### src/rtl/ahb2apb_arb_pkg.sv
// Shared types and constants for the AHB2APB requester arbiter.
package ahb2apb_arb_pkg;

  typedef enum logic [1:0] {
    HT_IDLE   = 2'b00,
    HT_BUSY   = 2'b01,
    HT_NONSEQ = 2'b10,
    HT_SEQ    = 2'b11
  } htrans_e;

  typedef enum logic [1:0] {
    ST_IDLE,
    ST_ADDR,
    ST_DATA
  } arb_state_e;

  localparam logic [2:0] HSIZE_WORD = 3'b010;

endpackage

### src/rtl/ahb2apb_arbiter_rr.sv
// Combinational round-robin select: searches from last+1 with wrap and
// returns the winner as one-hot grant plus binary index.
module rr_arbiter #(
  parameter int N     = 4,
  parameter int IDX_W = $clog2(N)
) (
  input  logic [N-1:0]     req,
  input  logic [IDX_W-1:0] last,
  output logic [N-1:0]     gnt,
  output logic [IDX_W-1:0] idx,
  output logic             any
);

  // Walk offsets from farthest to nearest so the nearest active requester wins.
  always_comb begin
    int j;
    any = 1'b0;
    idx = last;
    for (int k = N; k >= 1; k--) begin
      j = int'(last) + k;
      if (j >= N) j = j - N;
      if (req[j]) begin
        any = 1'b1;
        idx = IDX_W'(j);
      end
    end
  end

  for (genvar gi = 0; gi < N; gi++) begin : g_gnt
    assign gnt[gi] = any && (idx == IDX_W'(gi));
  end

endmodule

### src/rtl/ahb2apb_arbiter.sv
// Round-robin arbiter driving single non-pipelined AHB-lite transfers to the bridge.
// Optional hready-low abort enabled by defining AHB2APB_ARB_TIMEOUT_EN.
module ahb2apb_arbiter
  import ahb2apb_arb_pkg::*;
#(
  parameter int NUM_REQ     = 4,
  parameter int ADDR_W      = 32,
  parameter int DATA_W      = 32,
  parameter int TIMEOUT_CYC = 256
) (
  input  logic                       hclk,
  input  logic                       hreset,
  input  logic [NUM_REQ-1:0]         req_valid,
  input  logic [NUM_REQ-1:0]         req_write,
  input  logic [NUM_REQ*ADDR_W-1:0]  req_addr,
  input  logic [NUM_REQ*DATA_W-1:0]  req_wdata,
  output logic [NUM_REQ-1:0]         req_ready,
  output logic [NUM_REQ-1:0]         rsp_valid,
  output logic [DATA_W-1:0]          rsp_rdata,
  output logic                       rsp_err,
  output logic                       hsel,
  output logic [1:0]                 htrans,
  output logic [ADDR_W-1:0]          haddr,
  output logic                       hwrite,
  output logic [2:0]                 hsize,
  output logic [DATA_W-1:0]          hwdata,
  input  logic                       hready,
  input  logic                       hresp,
  input  logic [DATA_W-1:0]          hrdata,
  output logic                       busy,
  output logic [$clog2(NUM_REQ)-1:0] owner,
  output logic                       tmo_flag
);

  localparam int IDX_W = $clog2(NUM_REQ);
  localparam logic [IDX_W-1:0] LAST_IDX = IDX_W'(NUM_REQ - 1);

  if (NUM_REQ < 2 || NUM_REQ > 8 || DATA_W != 32 || TIMEOUT_CYC < 1) begin : g_bad_param
    $error("ahb2apb_arbiter: unsupported parameter set");
  end

  arb_state_e          state_q, state_d;
  logic [IDX_W-1:0]    owner_q, owner_d;
  logic [DATA_W-1:0]   wdata_q, wdata_d;
  logic [NUM_REQ-1:0]  req_ready_q, req_ready_d;
  logic [NUM_REQ-1:0]  rsp_valid_q, rsp_valid_d;
  logic [DATA_W-1:0]   rsp_rdata_q, rsp_rdata_d;
  logic                rsp_err_q, rsp_err_d;
  logic                hsel_q, hsel_d;
  htrans_e             htrans_q, htrans_d;
  logic [ADDR_W-1:0]   haddr_q, haddr_d;
  logic                hwrite_q, hwrite_d;
  logic [DATA_W-1:0]   hwdata_q, hwdata_d;
  logic                busy_q, busy_d;

  logic [NUM_REQ-1:0]  rr_gnt;
  logic [IDX_W-1:0]    rr_idx;
  logic                rr_any;

`ifdef AHB2APB_ARB_TIMEOUT_EN
  localparam int CNT_W = $clog2(TIMEOUT_CYC + 1);
  logic [CNT_W-1:0]    tmo_cnt_q, tmo_cnt_d;
  logic                tmo_flag_q, tmo_flag_d;
`endif

  rr_arbiter #(.N(NUM_REQ), .IDX_W(IDX_W)) u_rr (
    .req  (req_valid),
    .last (owner_q),
    .gnt  (rr_gnt),
    .idx  (rr_idx),
    .any  (rr_any)
  );

  always_comb begin
    state_d     = state_q;
    owner_d     = owner_q;
    wdata_d     = wdata_q;
    req_ready_d = '0;
    rsp_valid_d = '0;
    rsp_rdata_d = rsp_rdata_q;
    rsp_err_d   = rsp_err_q;
    hsel_d      = hsel_q;
    htrans_d    = htrans_q;
    haddr_d     = haddr_q;
    hwrite_d    = hwrite_q;
    hwdata_d    = hwdata_q;
    busy_d      = busy_q;
`ifdef AHB2APB_ARB_TIMEOUT_EN
    tmo_cnt_d   = tmo_cnt_q;
    tmo_flag_d  = tmo_flag_q;
`endif
    case (state_q)
      ST_IDLE: begin
        if (rr_any) begin
          req_ready_d = rr_gnt;
          owner_d     = rr_idx;
          haddr_d     = req_addr[int'(rr_idx)*ADDR_W +: ADDR_W];
          hwrite_d    = req_write[rr_idx];
          wdata_d     = req_wdata[int'(rr_idx)*DATA_W +: DATA_W];
          busy_d      = 1'b1;
          state_d     = ST_ADDR;
        end
      end
      ST_ADDR: begin
        // First ADDR cycle carries the grant pulse; the address phase starts next.
        if (!hsel_q) begin
          hsel_d   = 1'b1;
          htrans_d = HT_NONSEQ;
        end else if (hready) begin
          hsel_d   = 1'b0;
          htrans_d = HT_IDLE;
          hwdata_d = wdata_q;
          state_d  = ST_DATA;
        end
      end
      ST_DATA: begin
        if (hready) begin
          rsp_valid_d = NUM_REQ'(1) << owner_q;
          rsp_rdata_d = hwrite_q ? '0 : hrdata;
          rsp_err_d   = hresp;
          busy_d      = 1'b0;
          state_d     = ST_IDLE;
        end
      end
      default: state_d = ST_IDLE;
    endcase
`ifdef AHB2APB_ARB_TIMEOUT_EN
    // Only cycles where the bridge actually owes us hready are counted.
    if ((state_q == ST_DATA || (state_q == ST_ADDR && hsel_q)) && !hready) begin
      if (tmo_cnt_q == CNT_W'(TIMEOUT_CYC - 1)) begin
        hsel_d      = 1'b0;
        htrans_d    = HT_IDLE;
        rsp_valid_d = NUM_REQ'(1) << owner_q;
        rsp_rdata_d = '0;
        rsp_err_d   = 1'b1;
        tmo_flag_d  = 1'b1;
        busy_d      = 1'b0;
        state_d     = ST_IDLE;
        tmo_cnt_d   = '0;
      end else begin
        tmo_cnt_d = tmo_cnt_q + 1'b1;
      end
    end else begin
      tmo_cnt_d = '0;
    end
`endif
  end

  always_ff @(posedge hclk or posedge hreset) begin
    if (hreset) begin
      state_q     <= ST_IDLE;
      owner_q     <= LAST_IDX;
      wdata_q     <= '0;
      req_ready_q <= '0;
      rsp_valid_q <= '0;
      rsp_rdata_q <= '0;
      rsp_err_q   <= 1'b0;
      hsel_q      <= 1'b0;
      htrans_q    <= HT_IDLE;
      haddr_q     <= '0;
      hwrite_q    <= 1'b0;
      hwdata_q    <= '0;
      busy_q      <= 1'b0;
`ifdef AHB2APB_ARB_TIMEOUT_EN
      tmo_cnt_q   <= '0;
      tmo_flag_q  <= 1'b0;
`endif
    end else begin
      state_q     <= state_d;
      owner_q     <= owner_d;
      wdata_q     <= wdata_d;
      req_ready_q <= req_ready_d;
      rsp_valid_q <= rsp_valid_d;
      rsp_rdata_q <= rsp_rdata_d;
      rsp_err_q   <= rsp_err_d;
      hsel_q      <= hsel_d;
      htrans_q    <= htrans_d;
      haddr_q     <= haddr_d;
      hwrite_q    <= hwrite_d;
      hwdata_q    <= hwdata_d;
      busy_q      <= busy_d;
`ifdef AHB2APB_ARB_TIMEOUT_EN
      tmo_cnt_q   <= tmo_cnt_d;
      tmo_flag_q  <= tmo_flag_d;
`endif
    end
  end

  assign req_ready = req_ready_q;
  assign rsp_valid = rsp_valid_q;
  assign rsp_rdata = rsp_rdata_q;
  assign rsp_err   = rsp_err_q;
  assign hsel      = hsel_q;
  assign htrans    = htrans_q;
  assign haddr     = haddr_q;
  assign hwrite    = hwrite_q;
  assign hsize     = HSIZE_WORD;
  assign hwdata    = hwdata_q;
  assign busy      = busy_q;
  assign owner     = owner_q;
`ifdef AHB2APB_ARB_TIMEOUT_EN
  assign tmo_flag  = tmo_flag_q;
`else
  assign tmo_flag  = 1'b0;
`endif

endmodule

### config.mk
export PLATFORM = sky130hd
export DESIGN_NAME = ahb2apb_arbiter
export DESIGN_NICKNAME = d
export VERILOG_FILES = /design/src/rtl/ahb2apb_arb_pkg.sv /design/src/rtl/ahb2apb_arbiter_rr.sv /design/src/rtl/ahb2apb_arbiter.sv
export SDC_FILE = /design/constraint.sdc
export NUM_CORES = 1
export LEC_CHECK = 0
export CAP_MARGIN = 20
export CORE_MARGIN = 8
export CORE_UTILIZATION = 25
export CTS_BUF_LIST = sky130_fd_sc_hd__clkbuf_8 sky130_fd_sc_hd__clkbuf_16
export DETAILED_ROUTE_END_ITERATION = 10
export PLACE_DENSITY = 0.58
export SYNTH_ARGS = -nofsm -noshare
export SYNTH_HDL_FRONTEND = slang
export SYNTH_SLANG_ARGS = --single-unit
### constraint.sdc
create_clock -name hclk -period 10 [get_ports hclk]
set_input_delay 1.5 -clock hclk [delete_from_list [all_inputs] [get_ports hclk]]
set_output_delay 1.5 -clock hclk [all_outputs]
set_load 0.01 [all_outputs]
==> results.py <==
metrics = {
    "status": {
        "outcome": "finished, final reports clean",
    },
    "pwr": {
        "power.total_uw": 3900,
        "pwr-share-seq_pct": 26.8,
        "net-switching-power_uw": 1550,
        "cellLeakagePower_uw": 0.00530,
        "power_report.internal_total_uw": 2350,
        "power_frac_comb_pct": 56.9,
        "ratio_of_total_power_to_cell_area_nw_per_um2": 311,
        "share_clk_of_total_power_pct": 16.2,
        "share_of_total_power_consumed_by_net_switching_pct": 39.8,
        "max-vdd-ir-drop_mv": 0.263,
    },
    "routing": {
        "via_count": 6447,
        "route.detailed.drc": 0,
        "vias_per_cell": 4.44,
        "wire_per_inst_um": 19.9,
        "drt_pass1_iterations": 4,
        "postRouteWirelength_mm": 28.8,
        "final_antenna_net_count": 0,
        "drt_iter0_drc": 240,
    },
    "global_route": {
        "grt_max_degree": 81,
        "global_route_usage_over_all_layers_pct": 15.4,
        "vias_in_the_first_global_route": 7118,
        "grt_first_pass_wirelength_mm": 43.6,
        "met1_usage_pct": 19.0,
        "groute.layer.met2.usage_pct": 26.2,
        "grt.met3_usage_pct": 4.58,
        "global_route.peak_usage_layer": "met2",
        "antenna_found_initial": 0,
        "globalRoute.totalOverflow": 0,
    },
    "cells_and_area": {
        "area_growth_syn_to_layout_pct": 63.5,
        "number_of_diodes": 0,
        "final_layout_size_suffix_gt1_share_pct": 11.0,
        "fin_nets": 1346,
        "seqCellArea_um2": 3630,
        "finish.instance_area_um2": 12500,
        "final_util_pct": 41.2,
        "multi_input_comb_area_um2": 3590,
        "nFillCells": 2925,
    },
    "yosys": {
        "post-synth-top-count-cell": "sky130_fd_sc_hd__dfrtp_1",
        "cell_taking_the_most_area_after_synthesis": "sky130_fd_sc_hd__dfrtp_1",
        "ys.flop_type": "sky130_fd_sc_hd__dfrtp_1",
        "post_synth_main_area_contributors": "sky130_fd_sc_hd__dfrtp_1, sky130_fd_sc_hd__mux2i_1, sky130_fd_sc_hd__o221ai_2",
        "synthCells": 659,
        "yosys_register_bits": 145,
        "post_synth_most_frequent_cells": "sky130_fd_sc_hd__dfrtp_1, sky130_fd_sc_hd__mux2i_1, sky130_fd_sc_hd__nand2_1",
        "synth_seq_area_share_pct": 47.3,
        "netlist-cell-type-count": 37,
        "syn-cell-area_um2": 7670,
        "avgSynthCellArea_um2": 11.6,
        "synth_edf_count": 0,
        "ys.warnings.count": 0,
        "yosys.area.top_type_share_pct": 46.6,
        "async_reset_ff_share_pct": 100,
    },
    "placed_design": {
        "detailed_place_hpwl_mm": 21.4,
        "placement.cell_area_um2": 11900,
        "dp_slack_ps": 4990,
        "io_buffers": 410,
        "place.gp.congestion": 0.813,
    },
    "cts": {
        "tritoncts": "yes",
        "post_cts_hold_buffer_count": 0,
        "cts_made_buffers": 17,
        "root_buffer": "sky130_fd_sc_hd__clkbuf_16",
        "clkSlewWorstSetupHoldPaths_ps": 70,
        "cts.htree.levels": 4,
        "worst_skew_pair.late_latency_ps": 420,
        "clock-sinks": 145,
        "cts_repair_resize_count": 0,
        "clock_tree.buffer_depth": 2,
        "postCtsSetupBuffers": 0,
    },
    "sta": {
        "achievable-frequency_mhz": 220,
        "finalCriticalPeriod_ps": 4550,
        "worst_pin_slew_ps": 1120,
        "timing.final.hold_violations": 0,
        "setup_viol": 0,
        "final_critical_path_setup_slack_ps": 5450,
        "timing_max_transition_violations_final": 0,
        "grt_setup_unrepaired": "no",
        "fin_skew_ps": 12.7,
        "setup_tns_ps": 0,
        "max-slew-margin-rel_pct": 25.3,
        "finalCritPeriodShare_pct": 45.5,
    },
    "worst_setup_path": {
        "endpoint_kind": "register",
        "path_class": "in2reg",
        "timing.critical_path.arrival_ps": 4800,
        "critical_path_peak_fanout": 43,
        "worst-endpoint-required_ps": 10250,
        "timing.critical_path.from_type": "input port",
    },
    "die": {
        "dieArea_um2": 36500,
        "die_x_um": 191,
        "start_util_pct": 25.2,
        "core_area_um2": 30400,
        "boundaryPins": 416,
        "die-height_um": 191,
        "std_cell_rows": 64,
    },
    "min_path": {
        "min_delay_worst_type": "reg2reg",
    },
    "run": {
        "maxCapViolations": 0,
    },
}
cell usage in the layout (no fill, tap or decap), types with 3 or more instances in the layout:
cell type	n
sky130_fd_sc_hd__dfrtp_1	143
sky130_fd_sc_hd__mux2_2	33
sky130_fd_sc_hd__o21ai_0	34
sky130_fd_sc_hd__nor2b_1	4
sky130_fd_sc_hd__clkinvlp_4	5
sky130_fd_sc_hd__nand2_1	107
sky130_fd_sc_hd__inv_1	8
sky130_fd_sc_hd__inv_6	6
sky130_fd_sc_hd__conb_1	5
sky130_fd_sc_hd__inv_8	3
sky130_fd_sc_hd__clkbuf_16	17
sky130_fd_sc_hd__clkdlybuf4s50_1	410
sky130_fd_sc_hd__nand2b_1	33
sky130_fd_sc_hd__nor2_1	12
sky130_fd_sc_hd__o221ai_2	33
sky130_fd_sc_hd__mux2i_1	133
sky130_fd_sc_hd__ha_1	4
sky130_fd_sc_hd__o221ai_1	32
sky130_fd_sc_hd__buf_4	8
final cells by class:
type / instances / area share (%)
tap: 396 / 3.95
clock inverter: 15 / 1.19
inverter: 8 / 0.279
sequential: 145 / 29.0
timing repair buffer: 420 / 33.6
clock buffer: 17 / 3.39
multi-input combinational: 450 / 28.6
registers in the layout, indices dropped and copies added, names as in the netlist, 2 cells and up:
name,count
hwdata,32
haddr,32
wdata_q,32
req_ready,4
rsp_rdata,32
owner,2
rsp_valid,4
state_q,2
worst max-delay path: stages:
cell	delay (ps)
sky130_fd_sc_hd__clkdlybuf4s50_1	650
sky130_fd_sc_hd__nor2b_1	80
sky130_fd_sc_hd__or4_1	550
sky130_fd_sc_hd__a31oi_4	220
sky130_fd_sc_hd__buf_4	600
sky130_fd_sc_hd__buf_4	700
sky130_fd_sc_hd__mux2i_1	320
sky130_fd_sc_hd__o221ai_2	130
stage by stage:
step                      hold slack, ps  cells
after global placement               461   1417
after floorplan                      452    662
after CTS                            485   1450
final                                478   1451
after detailed placement             470   1418
after global routing                 508   1451
metal layers:
layer  part of all wire, %  vias to the layer above
met2                    51                      200
met4                  0.93                        0
met3                   6.4                       11
met1                    42                     3095
met5                     0                        -
li1                      -                     3141
power by group through the flow:
| stage | clock (uW) | combinational, uW | sequential [uW] |
|---|---|---|---|
| 2_1_floorplan | 0 | 1500 | 1100 |
| 3_3_place_gp | 0 | 2230 | 1050 |
| 3_5_place_dp | 0 | 2250 | 1060 |
| 4_1_cts | 658 | 2250 | 1050 |
| 5_1_grt | 683 | 2410 | 1090 |
| 6_report | 634 | 2220 | 1050 |
path summary, 6_finish.rpt:
check	slack [ps]	to	from	depth (start not counted)
max in group asynchronous	6910	hwdata[9]	hreset	3
worst max-delay path	5450	haddr[9]	req_valid[2]	8
worst min register to register	480	rsp_rdata[22]	rsp_rdata[22]	2
worst max register to register	5900	haddr[9]	owner[1]	9
worst min-delay path	480	rsp_rdata[22]	rsp_rdata[22]	2
min in group asynchronous	1570	rsp_err	hreset	2
kinds of logic (layout without fill, tap and decap cells):
family                     count (synthesis)  after routing  share of synthesized area, %
adders and majority gates                  4              4                         0.652
DFF                                      145            145                          47.3
AOI/OAI and AO/OA                        111            111                          13.5
and+or+nand+nor                          162            162                          9.36
buffers and inverters                     67            460                          6.52
muxes                                    168            168                          22.5
other                                      2              5                        0.0979
(Power assumes the default switching activity.)
